--- src/rtl/mem_port_arbiter_pkg.sv ---
// Shared types and constants for the unified memory-port arbiter.
// Used by mem_port_arbiter and by anything that drives its mode field.
package mem_port_pkg;

  // Arbiter sequencing states
  typedef enum logic [1:0] {
    IDLE    = 2'd0,
    BUSY_IF = 2'd1,
    BUSY_D  = 2'd2,
    RESP    = 2'd3
  } arb_state_t;

  // Access-mode encoding shared with the memory controller
  localparam logic [2:0] MODE_BYTE   = 3'b000;
  localparam logic [2:0] MODE_HALF   = 3'b001;
  localparam logic [2:0] MODE_WORD   = 3'b010;
  localparam logic [2:0] MODE_BYTE_U = 3'b100;
  localparam logic [2:0] MODE_HALF_U = 3'b101;

  // True while an access is outstanding on the memory port
  function automatic logic is_busy(arb_state_t s);
    return (s == BUSY_IF) || (s == BUSY_D);
  endfunction

endpackage

--- src/rtl/mem_port_arbiter_if.sv ---
// Bundle of fetch, data and memory-side signals around the arbiter.
// slave  : the arbiter's view.
// master : the surrounding core/memory view (fetch path, data path, memory).
interface mem_port_arbiter_if #(
  parameter int Width = 32
);
  logic             if_req;
  logic [Width-1:0] if_addr;
  logic             if_valid;
  logic [Width-1:0] if_rdata;

  logic             d_req;
  logic             d_we;
  logic [Width-1:0] d_addr;
  logic [Width-1:0] d_wdata;
  logic [2:0]       d_mode;
  logic             d_valid;
  logic [Width-1:0] d_rdata;

  logic             mem_req;
  logic             mem_we;
  logic [Width-1:0] mem_addr;
  logic [Width-1:0] mem_wdata;
  logic [2:0]       mem_mode;
  logic             mem_ready;
  logic [Width-1:0] mem_rdata;

  logic             stall;
  logic             err;

  modport slave (
    input  if_req, if_addr, d_req, d_we, d_addr, d_wdata, d_mode,
    input  mem_ready, mem_rdata,
    output if_valid, if_rdata, d_valid, d_rdata,
    output mem_req, mem_we, mem_addr, mem_wdata, mem_mode,
    output stall, err
  );

  modport master (
    output if_req, if_addr, d_req, d_we, d_addr, d_wdata, d_mode,
    output mem_ready, mem_rdata,
    input  if_valid, if_rdata, d_valid, d_rdata,
    input  mem_req, mem_we, mem_addr, mem_wdata, mem_mode,
    input  stall, err
  );

endinterface

--- src/rtl/mem_port_arbiter_timeout_counter.sv ---
// Busy-cycle counter for the arbiter's memory timeout.
// Only instantiated when MEM_PORT_ARB_TIMEOUT_EN is defined.
// expired_o is high once TIMEOUT-1 busy cycles without mem_ready have elapsed.
module arb_timeout_counter #(
  parameter int TIMEOUT = 16
) (
  input  logic clk,
  input  logic reset,
  input  logic clear_i,
  input  logic enable_i,
  output logic expired_o
);

  localparam int CW = (TIMEOUT > 1) ? $clog2(TIMEOUT) : 1;
  localparam logic [CW-1:0] LAST = CW'(TIMEOUT - 1);

  logic [CW-1:0] count_q, count_d;

  assign expired_o = (count_q == LAST);

  // Clear on grant, count waiting cycles, saturate at the terminal value
  always_comb begin
    count_d = count_q;
    if (clear_i) begin
      count_d = '0;
    end else if (enable_i && !expired_o) begin
      count_d = count_q + 1'b1;
    end
  end

  // Counter register
  always_ff @(posedge clk or posedge reset) begin
    if (reset) begin
      count_q <= '0;
    end else begin
      count_q <= count_d;
    end
  end

endmodule

--- src/rtl/mem_port_arbiter.sv ---
// Two-requester arbiter for a single unified memory port.
// Data accesses have fixed priority over instruction fetch. The granted
// request is latched so requesters may change inputs after the grant.
// Optional busy timeout: define MEM_PORT_ARB_TIMEOUT_EN.
//
// state   | meaning
// IDLE    | no access outstanding; grant on d_req, else if_req
// BUSY_IF | fetch on the memory port, waiting for mem_ready
// BUSY_D  | load/store on the memory port, waiting for mem_ready
// RESP    | one-cycle valid pulse to the served requester
module mem_port_arbiter
  import mem_port_pkg::*;
#(
  parameter int Width   = 32,
  parameter int TIMEOUT = 16
) (
  input logic              clk,
  input logic              reset,
  mem_port_arbiter_if.slave bus
);

  arb_state_t       state_q, state_d;
  logic [Width-1:0] addr_q, addr_d;
  logic [Width-1:0] wdata_q, wdata_d;
  logic             we_q, we_d;
  logic [2:0]       mode_q, mode_d;
  logic             sel_data_q, sel_data_d;
  logic [Width-1:0] if_rdata_q, if_rdata_d;
  logic [Width-1:0] d_rdata_q, d_rdata_d;
  logic             busy;
  logic             expired;

  assign busy = is_busy(state_q);

`ifdef MEM_PORT_ARB_TIMEOUT_EN
  logic grant;
  logic err_q;

  assign grant = (state_q == IDLE) && (bus.d_req || bus.if_req);

  arb_timeout_counter #(
    .TIMEOUT (TIMEOUT)
  ) u_timeout (
    .clk       (clk),
    .reset     (reset),
    .clear_i   (grant),
    .enable_i  (busy && !bus.mem_ready),
    .expired_o (expired)
  );

  // err pulses alongside the valid of an access that was abandoned
  always_ff @(posedge clk or posedge reset) begin
    if (reset) begin
      err_q <= 1'b0;
    end else begin
      err_q <= busy && !bus.mem_ready && expired;
    end
  end

  assign bus.err = err_q;
`else
  logic unused_timeout;

  assign unused_timeout = (TIMEOUT > 0);
  assign expired        = 1'b0;
  assign bus.err        = 1'b0;
`endif

  // Next-state and datapath-capture logic
  always_comb begin
    state_d    = state_q;
    addr_d     = addr_q;
    wdata_d    = wdata_q;
    we_d       = we_q;
    mode_d     = mode_q;
    sel_data_d = sel_data_q;
    if_rdata_d = if_rdata_q;
    d_rdata_d  = d_rdata_q;

    case (state_q)
      IDLE: begin
        if (bus.d_req) begin
          state_d    = BUSY_D;
          sel_data_d = 1'b1;
          addr_d     = bus.d_addr;
          wdata_d    = bus.d_wdata;
          we_d       = bus.d_we;
          mode_d     = bus.d_mode;
        end else if (bus.if_req) begin
          state_d    = BUSY_IF;
          sel_data_d = 1'b0;
          addr_d     = bus.if_addr;
          wdata_d    = '0;
          we_d       = 1'b0;
          mode_d     = MODE_WORD;
        end
      end

      BUSY_IF, BUSY_D: begin
        if (bus.mem_ready) begin
          state_d = RESP;
          if (!sel_data_q) begin
            if_rdata_d = bus.mem_rdata;
          end else if (!we_q) begin
            d_rdata_d = bus.mem_rdata;
          end
        end else if (expired) begin
          // abandoned access returns zero data
          state_d = RESP;
          if (!sel_data_q) begin
            if_rdata_d = '0;
          end else if (!we_q) begin
            d_rdata_d = '0;
          end
        end
      end

      RESP:    state_d = IDLE;
      default: state_d = IDLE;
    endcase
  end

  // State and latched-request registers
  always_ff @(posedge clk or posedge reset) begin
    if (reset) begin
      state_q    <= IDLE;
      addr_q     <= '0;
      wdata_q    <= '0;
      we_q       <= 1'b0;
      mode_q     <= 3'b000;
      sel_data_q <= 1'b0;
      if_rdata_q <= '0;
      d_rdata_q  <= '0;
    end else begin
      state_q    <= state_d;
      addr_q     <= addr_d;
      wdata_q    <= wdata_d;
      we_q       <= we_d;
      mode_q     <= mode_d;
      sel_data_q <= sel_data_d;
      if_rdata_q <= if_rdata_d;
      d_rdata_q  <= d_rdata_d;
    end
  end

  assign bus.mem_req   = busy;
  assign bus.mem_we    = we_q;
  assign bus.mem_addr  = addr_q;
  assign bus.mem_wdata = wdata_q;
  assign bus.mem_mode  = mode_q;

  assign bus.if_valid  = (state_q == RESP) && !sel_data_q;
  assign bus.d_valid   = (state_q == RESP) &&  sel_data_q;
  assign bus.if_rdata  = if_rdata_q;
  assign bus.d_rdata   = d_rdata_q;

  // stall is forced low during reset so the core sees all outputs at zero
  assign bus.stall = !reset &&
                     (busy || ((state_q == IDLE) && (bus.if_req || bus.d_req)));

endmodule

--- src/flat_wrapper.sv ---
// flat-port wrapper written by rule: the top's interface ports become plain ports
module mem_port_arbiter_flat import mem_port_pkg::*;
#(
  parameter int Width   = 32,
  parameter int TIMEOUT = 16
)
  (clk, reset, bus_if_req, bus_if_addr, bus_d_req, bus_d_we, bus_d_addr, bus_d_wdata, bus_d_mode, bus_mem_ready, bus_mem_rdata, bus_if_valid, bus_if_rdata, bus_d_valid, bus_d_rdata, bus_mem_req, bus_mem_we, bus_mem_addr, bus_mem_wdata, bus_mem_mode, bus_stall, bus_err);
  mem_port_arbiter_if #(.Width(Width)) bus_i ();
  input logic clk;
  input logic reset;
  input wire logic [$bits(bus_i.if_req)-1:0] bus_if_req;
  input wire logic [$bits(bus_i.if_addr)-1:0] bus_if_addr;
  input wire logic [$bits(bus_i.d_req)-1:0] bus_d_req;
  input wire logic [$bits(bus_i.d_we)-1:0] bus_d_we;
  input wire logic [$bits(bus_i.d_addr)-1:0] bus_d_addr;
  input wire logic [$bits(bus_i.d_wdata)-1:0] bus_d_wdata;
  input wire logic [$bits(bus_i.d_mode)-1:0] bus_d_mode;
  input wire logic [$bits(bus_i.mem_ready)-1:0] bus_mem_ready;
  input wire logic [$bits(bus_i.mem_rdata)-1:0] bus_mem_rdata;
  output wire logic [$bits(bus_i.if_valid)-1:0] bus_if_valid;
  output wire logic [$bits(bus_i.if_rdata)-1:0] bus_if_rdata;
  output wire logic [$bits(bus_i.d_valid)-1:0] bus_d_valid;
  output wire logic [$bits(bus_i.d_rdata)-1:0] bus_d_rdata;
  output wire logic [$bits(bus_i.mem_req)-1:0] bus_mem_req;
  output wire logic [$bits(bus_i.mem_we)-1:0] bus_mem_we;
  output wire logic [$bits(bus_i.mem_addr)-1:0] bus_mem_addr;
  output wire logic [$bits(bus_i.mem_wdata)-1:0] bus_mem_wdata;
  output wire logic [$bits(bus_i.mem_mode)-1:0] bus_mem_mode;
  output wire logic [$bits(bus_i.stall)-1:0] bus_stall;
  output wire logic [$bits(bus_i.err)-1:0] bus_err;
  assign bus_i.if_req = bus_if_req;
  assign bus_i.if_addr = bus_if_addr;
  assign bus_i.d_req = bus_d_req;
  assign bus_i.d_we = bus_d_we;
  assign bus_i.d_addr = bus_d_addr;
  assign bus_i.d_wdata = bus_d_wdata;
  assign bus_i.d_mode = bus_d_mode;
  assign bus_i.mem_ready = bus_mem_ready;
  assign bus_i.mem_rdata = bus_mem_rdata;
  assign bus_if_valid = bus_i.if_valid;
  assign bus_if_rdata = bus_i.if_rdata;
  assign bus_d_valid = bus_i.d_valid;
  assign bus_d_rdata = bus_i.d_rdata;
  assign bus_mem_req = bus_i.mem_req;
  assign bus_mem_we = bus_i.mem_we;
  assign bus_mem_addr = bus_i.mem_addr;
  assign bus_mem_wdata = bus_i.mem_wdata;
  assign bus_mem_mode = bus_i.mem_mode;
  assign bus_stall = bus_i.stall;
  assign bus_err = bus_i.err;
  mem_port_arbiter #(.Width(Width), .TIMEOUT(TIMEOUT)) u_core (.clk(clk), .reset(reset), .bus(bus_i));
endmodule
--- config.mk ---
export PLATFORM = sky130hd
export DESIGN_NAME = mem_port_arbiter_flat
export DESIGN_NICKNAME = d
export VERILOG_FILES = /design/src/rtl/mem_port_arbiter_pkg.sv /design/src/rtl/mem_port_arbiter_if.sv /design/src/rtl/mem_port_arbiter_timeout_counter.sv /design/src/rtl/mem_port_arbiter.sv /design/src/flat_wrapper.sv
export SDC_FILE = /design/constraint.sdc
export NUM_CORES = 1
export LEC_CHECK = 0
export CORE_ASPECT_RATIO = 0.75
export CORE_MARGIN = 1
export CORE_UTILIZATION = 35
export DETAILED_ROUTE_END_ITERATION = 6
export PLACE_DENSITY_LB_ADDON = 0.25
export SYNTH_ARGS = -nofsm -noshare
export SYNTH_HDL_FRONTEND = slang
export SYNTH_SLANG_ARGS = --single-unit
export TNS_END_PERCENT = 20
--- constraint.sdc ---
create_clock -name clk -period 4.3 [get_ports clk]
set_input_delay 0.86 -clock clk [delete_from_list [all_inputs] [get_ports clk]]
set_output_delay 0.86 -clock clk [all_outputs]
set_load 0.02 [all_outputs]
==> summary.md, run 1 <==
| Metric | Value |
|---|---|
| Clock sinks | 135 |
| Initial DRC count | 137 |
| Antenna violations before repair | 0 |
| Area growth from synthesis to layout | 60.0% |
| Post-layout util | 0.584 |
| Synth Warn # | 0 |
| Status | complete, no violations |
| WS Path Type | reg -> out |
| Req. time, crit path | 3.44 ns |
| CTS tree | yes |
| Ports | 274 |
| Port Buffers | 272 |
| Critical Path Max Stage Delay | 0.62 ns |
| Via-per-instance ratio | 4.57 |
| GPL Wtd Cong | 0.768 |
| Fraction of layout cells with a size suffix above 1 | 0.141 |
| Largest net degree at the start of global routing | 108 |
| First-pass DRT Iterations | 6 |
| Register area share after synthesis | 0.595 |
| Cells after DPL | 910 |
| P_leak | 4.17 nW |
| Post-CTS setup buffer count | 0 |
| DIE HEIGHT | 112 um |
| Worst Skew | 0.00775 ns |
| Arrival time worst endpoint | 2.21 ns |
| Cts bufs inserted | 17 |
| Hold_buf cts | 0 |
| Number of flops mapped to enable cells by yosys | 0 |
| CP most frequent cell | inv_1 |
| FP Rows | 39 |
| Tcrit/Tclk final | 0.714 |
| Vias in the first global route | 4512 |
| PwrDens | 792 nW/um2 |
| Fmax | 0.326 GHz |
| Register bit total from synthesis | 135 |
| Post-DRT Antenna Nets | 0 |
| FFs w/ async S/R, synth | 1.00 |
| Post-synth top flop | dfrtp_1 |
| Clock Latency Late Sink | 0.41 ns |
| Crit-path slowest cell | clkdlybuf4s50_1 |
| WL/cell | 15.8 um |
| Maximum VDD drop | 0.373 mV |
| RSZ-0062 raised after global routing | false |
| Final setup violating endpoints | 0 |
| Slew headroom | 0.384 |
| First-pass GRT wire length | 24000 um |
| Final Net Count | 864 |
| Die area | 16800 um2 |
| Setup TNS | 0 ns |
| Cells after synthesis | 459 |
| Starting Density | 0.365 |
| Post-CTS sizing | 0 |
| H-tree Lvls | 4 |
| Syn_nets | 599 |
| Wirelength, routed | 14900 um |
| Mean cell area of the mapped netlist | 12.4 um2 |
| # diodes | 0 |
| Tmin final | 3.07 ns |
| Clk slew on worst S/H paths | 0.06 ns |
| Worst Tran Pin Value | 0.923 ns |
| Post-Layout Cell Count | 941 |
| Final Max Slew Viols | 0 |
| CTS root buffer | clkbuf_16 |
| CP endpoint kind | output port |
| CP Launch Type | flop |
| DP HPWL | 10600 um |
| Hold Crit Class | reg -> reg |
| Vias | 4298 |
| Worst Path Max Fanout | 5 |
| Clock buffer depth | 2 |
| Hold Fails Final Rpt | 0 |
| Grt total ovfl | 0 |
| Synth unique cells | 26 |
| Core area | 15600 um2 |
| Gr usage total | 0.187 |
| Die Wd | 149 um |
| Synth Cell Area | 5680 um2 |
| Crit path cell chain | inv_1 -> ha_1 -> inv_1 -> a21oi_1 -> clkdlybuf4s50_1 |
| # DRC | 0 |
| Max-cap violations | 0 |
sequential cells by signal, summed over array words and instances (netlist names):
name	cells
u_core.bus.d_rdata	32
u_core.bus.if_rdata	32
u_core.bus.mem_addr	32
u_core.bus.mem_wdata	32
u_core.bus.mem_mode	3
u_core.state_q	2
u_core.bus.mem_we	1
u_core.sel_data_q	1
layout by cell type, fill, tap and decap left out:
cell	synthesis	layout
or2b_1	1	1
nand4b_4	1	1
clkinvlp_4	0	4
and2_1	1	1
buf_4	7	4
clkinv_4	0	1
nand3b_4	1	1
ha_1	3	3
clkbuf_16	0	17
conb_1	1	1
nand2_1	108	108
o21ai_0	32	32
clkdlybuf4s50_1	0	271
a2bb2oi_1	1	1
a21oi_1	1	1
dfrtp_1	135	135
nor2b_1	2	2
o21ai_4	0	1
clkbuf_8	0	4
mux2_2	34	34
clkinv_2	0	2
mux2_1	2	2
mux2i_1	32	32
nor2_1	1	1
buf_12	0	1
nand3_1	35	35
mux2_4	30	30
bufinv_16	0	2
inv_6	0	2
inv_1	5	4
o21ai_1	2	2
Yosys cell counts (3+ instances only):
| cell | number | area [um2] |
|---|---|---|
| dfrtp_1 | 135 | 3380 |
| nand2_1 | 108 | 405 |
| nand3_1 | 35 | 175 |
| mux2_2 | 34 | 383 |
| mux2i_1 | 32 | 320 |
| o21ai_0 | 32 | 160 |
| mux2_4 | 30 | 450 |
| buf_6 | 10 | 113 |
| buf_4 | 7 | 52.6 |
| clkbuf_1 | 6 | 22.5 |
| buf_2 | 5 | 25.0 |
| inv_1 | 5 | 18.8 |
| ha_1 | 3 | 37.5 |
logic make-up (layout without fill, tap and decap cells):
kind of cell               count (synthesis)  count (layout)  share of synthesized area
other                                      1               1                   0.000660
buffers and inverters                     35             312                     0.0421
muxes                                     98              98                      0.207
DFF                                      135             135                      0.595
AOI/OAI and AO/OA                         37              37                     0.0339
adders and majority gates                  3               3                    0.00661
and+or+nand+nor                          150             150                      0.115
critical path, delay by kind of cell, from the launching register on:
family | cells | cell delay (ns)
compound gates | 1 | 0.15
fa+ha+maj | 1 | 0.45
flops | 1 | 0.37
buf+inv | 3 | 0.84
worst paths after layout:
check | startpoint | endpoint | slack (ns) | cells past startpoint
min | u_core.bus.mem_wdata[6] | u_core.bus.mem_wdata[6] | 0.46 | 2
max | u_core.state_q[1] | bus_stall | 1.23 | 5
max in group asynchronous | reset | u_core.bus.mem_addr[2] | 2.40 | 3
max reg2reg | u_core.state_q[1] | u_core.bus.d_rdata[25] | 2.00 | 4
min reg2reg | u_core.bus.mem_wdata[6] | u_core.bus.mem_wdata[6] | 0.46 | 2
min in group asynchronous | reset | u_core.bus.mem_addr[31] | 0.92 | 2
per-stage QoR:
step	hold WS (ns)	power, mW	setup slack [ns]	area [um2]
finish	0.463	7.20	1.23	9090
global route	0.487	7.63	1.11	9090
CTS	0.468	7.30	1.18	9090
detailed placement	0.455	5.81	1.22	8490
global placement	0.449	5.71	1.24	8490
floorplan	0.508	4.19	1.71	5690
where the power goes:
part           leakage [nW]  internal, mW  switching (mW)
registers              1.65          1.89           0.333
logic                  2.23          1.79            1.74
clock network         0.288         0.915           0.536
total                  4.17          4.59            2.61
per-layer routing:
metal  GRT usage  share of wire
met1       0.225           0.42
met2       0.314           0.50
met3      0.0545          0.067
met4      0.0721          0.019
met5           0              0
cell type report:
type	count	area (um2)
repair buffers	276	2760
clock inverters	10	119
inverters	5	22.5
fillers	1290	6470
well taps	205	256
clock buffers	21	480
multi-input cells	289	2070
flip-flops and latches	135	3380
No activity file was read; power rests on OpenSTA's default activity.
==> inputs of run 2 (changes only) <==
==> constraint.sdc (replaced) <==
create_clock -name clk -period 2.5 [get_ports clk]
set_input_delay 0.5 -clock clk [delete_from_list [all_inputs] [get_ports clk]]
set_output_delay 0.5 -clock clk [all_outputs]
set_load 0.02 [all_outputs]
==> summary.md, run 2 (same netlist as run 1, synthesis figures left out) <==
| Metric | Value |
|---|---|
| Max-cap violations | 0 (unchanged) |
| FP Rows | 39 (unchanged) |
| DP Worst Slack | 0.141 ns (was 1.22 ns) |
| Arrival time worst endpoint | 1.75 ns (was 2.21 ns) |
| CTS root buffer | clkbuf_16 (unchanged) |
| Maximum VDD drop | 0.722 mV (was 0.373 mV) |
| P_leak | 4.24 nW (was 4.17 nW) |
| Ports | 274 (unchanged) |
| Endpoint with the worst hold slack | u_core.sel_data_q (was u_core.bus.mem_wdata[6]) |
| # diodes | 0 (unchanged) |
| Most common cell after layout, fill and taps aside | clkdlybuf4s50_1 (unchanged) |
| GPL Wtd Cong | 0.785 (was 0.768) |
| Status | complete, no violations (unchanged) |
| Fraction of layout cells with a size suffix above 1 | 0.149 (was 0.141) |
| Clock sinks | 135 (unchanged) |
| Commonest non-fill, non-tap cells in the layout | clkdlybuf4s50_1, dfrtp_1, nand2_1, nand3_1, mux2_2 (unchanged) |
| Post-CTS setup buffer count | 0 (unchanged) |
| Cts bufs inserted | 17 (unchanged) |
| Req. time, crit path | 2.00 ns (was 3.44 ns) |
| Worst Path Max Fanout | 3 (was 5) |
| Final setup violating endpoints | 0 (unchanged) |
| Reg2reg setup slack | 0.56 ns (was 2.00 ns) |
| Post-layout util | 0.591 (was 0.584) |
| Post-DRT Antenna Nets | 0 (unchanged) |
| Final design area excluding fillers | 9200 um2 (was 9090 um2) |
| Pwr Total | 12.5 mW (was 7.20 mW) |
| Final Max Slew Viols | 0 (unchanged) |
| Reg-to-Reg End | u_core.bus.mem_addr[7] (was u_core.bus.d_rdata[25]) |
| WL/cell | 16.1 um (was 15.8 um) |
| Die area | 16800 um2 (unchanged) |
| Die Wd | 149 um (unchanged) |
| Core area | 15600 um2 (unchanged) |
| DIE HEIGHT | 112 um (unchanged) |
| Post-DP Area | 8590 um2 (was 8490 um2) |
| Via-per-instance ratio | 4.61 (was 4.57) |
| # DRC | 0 (unchanged) |
| Area growth from synthesis to layout | 61.9% (was 60.0%) |
| Hold path startpoint | bus_d_req (was u_core.bus.mem_wdata[6]) |
| Tmin final | 2.25 ns |
| Clock Latency Late Sink | 0.41 ns (about the same) |
| WS Path Type | reg -> out (unchanged) |
| Wirelength, routed | 15300 um (was 14900 um) |
| First-pass DRT Iterations | 4 (was 6) |
| First-pass GRT wire length | 24800 um (was 24000 um) |
| Starting Density | 0.365 (unchanged) |
| H-tree Lvls | 4 (unchanged) |
| Vias in the first global route | 4756 (was 4512) |
| Setup TNS | 0 ns (unchanged) |
| CP endpoint kind | output port (unchanged) |
| Hold_buf cts | 0 (unchanged) |
| DP HPWL | 11200 um (was 10600 um) |
| Port Buffers | 272 (unchanged) |
| Fmax | 0.445 GHz |
| Hold Fails Final Rpt | 0 (unchanged) |
| Antenna violations before repair | 0 (unchanged) |
| Worst r2r src | u_core.state_q[0] (was u_core.state_q[1]) |
| PwrDens | 1360 nW/um2 (was 792 nW/um2) |
| Initial DRC count | 169 (was 137) |
| Min setup slack post-route | 0.252 ns (was 1.23 ns) |
| R2R depth | 5 (was 4) |
| Slew headroom | 0.393 (was 0.384) |
| CP Launch Type | flop (unchanged) |
| Clock buffer depth | 2 (unchanged) |
| CTS tree | yes (unchanged) |
| Worst Skew | 0.00986 ns (was 0.00775 ns) |
| Hold Crit Class | in -> reg (was reg -> reg) |
| Clk slew on worst S/H paths | 0.06 ns (about the same) |
| Gr usage total | 0.193 (was 0.187) |
| Largest net degree at the start of global routing | 103 (was 108) |
| Final Net Count | 871 (was 864) |
| RSZ-0062 raised after global routing | false (unchanged) |
| Vias | 4378 (was 4298) |
| Tcrit/Tclk final | 0.899 |
| Worst Tran Pin Value | 0.910 ns (was 0.923 ns) |
| Hold Path Stages | 3 (was 2) |
| Grt total ovfl | 0 (unchanged) |
run 2: routing by layer:
| metal | vias to the layer above | wire length (um) | GRT usage |
|---|---|---|---|
| met1 | 2113 | 6330 | 0.228 |
| met5 | - | 0 | 0 |
| met4 | 0 | 331 | 0.0735 |
| met3 | 27 | 1060 | 0.0618 |
| li1 | 2085 | - | - |
| met2 | 153 | 7560 | 0.325 |
run 2: where the power goes:
part | internal, mW | total (mW) | switching, mW | leakage (nW)
clock network | 1.58 | 2.54 | 0.964 | 0.291
registers | 3.25 | 3.83 | 0.575 | 1.65
logic | 3.12 | 6.14 | 3.02 | 2.29
run 2: critical path: stages (launching register included):
cell	delay, ns
dfrtp_1	0.38
ha_1	0.18
nor2b_1	0.14
clkdlybuf4s50_1	0.64
run 2: repair_timing:
item	4_1_cts	5_1_grt
setup endpoints to repair	1	1
cloned	0	0
gates resized for setup	1	1
run 2: cell type report:
cell class                 count  area [um2]
inverter                       5        22.5
clock buffer                  18         429
sequential                   135        3380
timing repair buffer         283        2870
fill                        1245        6370
tap                          205         256
clock inverter                14         173
multi-input combinational    289        2070
run 2: how the worst max path moves through the flow:
stage,startpoint,to,slack (ns),cells past startpoint
2_1_floorplan,reset,u_core.bus.d_rdata[0],0.32,1
3_3_place_gp,bus_if_req,bus_stall,0.13,4
3_5_place_dp,bus_if_req,bus_stall,0.14,4
4_1_cts,u_core.state_q[0],bus_mem_req,0.01,4
5_1_grt,u_core.state_q[1],bus_if_valid,0.14,3
6_report,u_core.state_q[0],bus_if_valid,0.25,3
run 2: metrics by stage:
step | instances | hold slack [ns]
floorplan | 459 | 0.508
global placement | 917 | 0.449
detailed placement | 917 | 0.455
CTS | 949 | 0.400
global route | 949 | 0.426
finish | 949 | 0.424
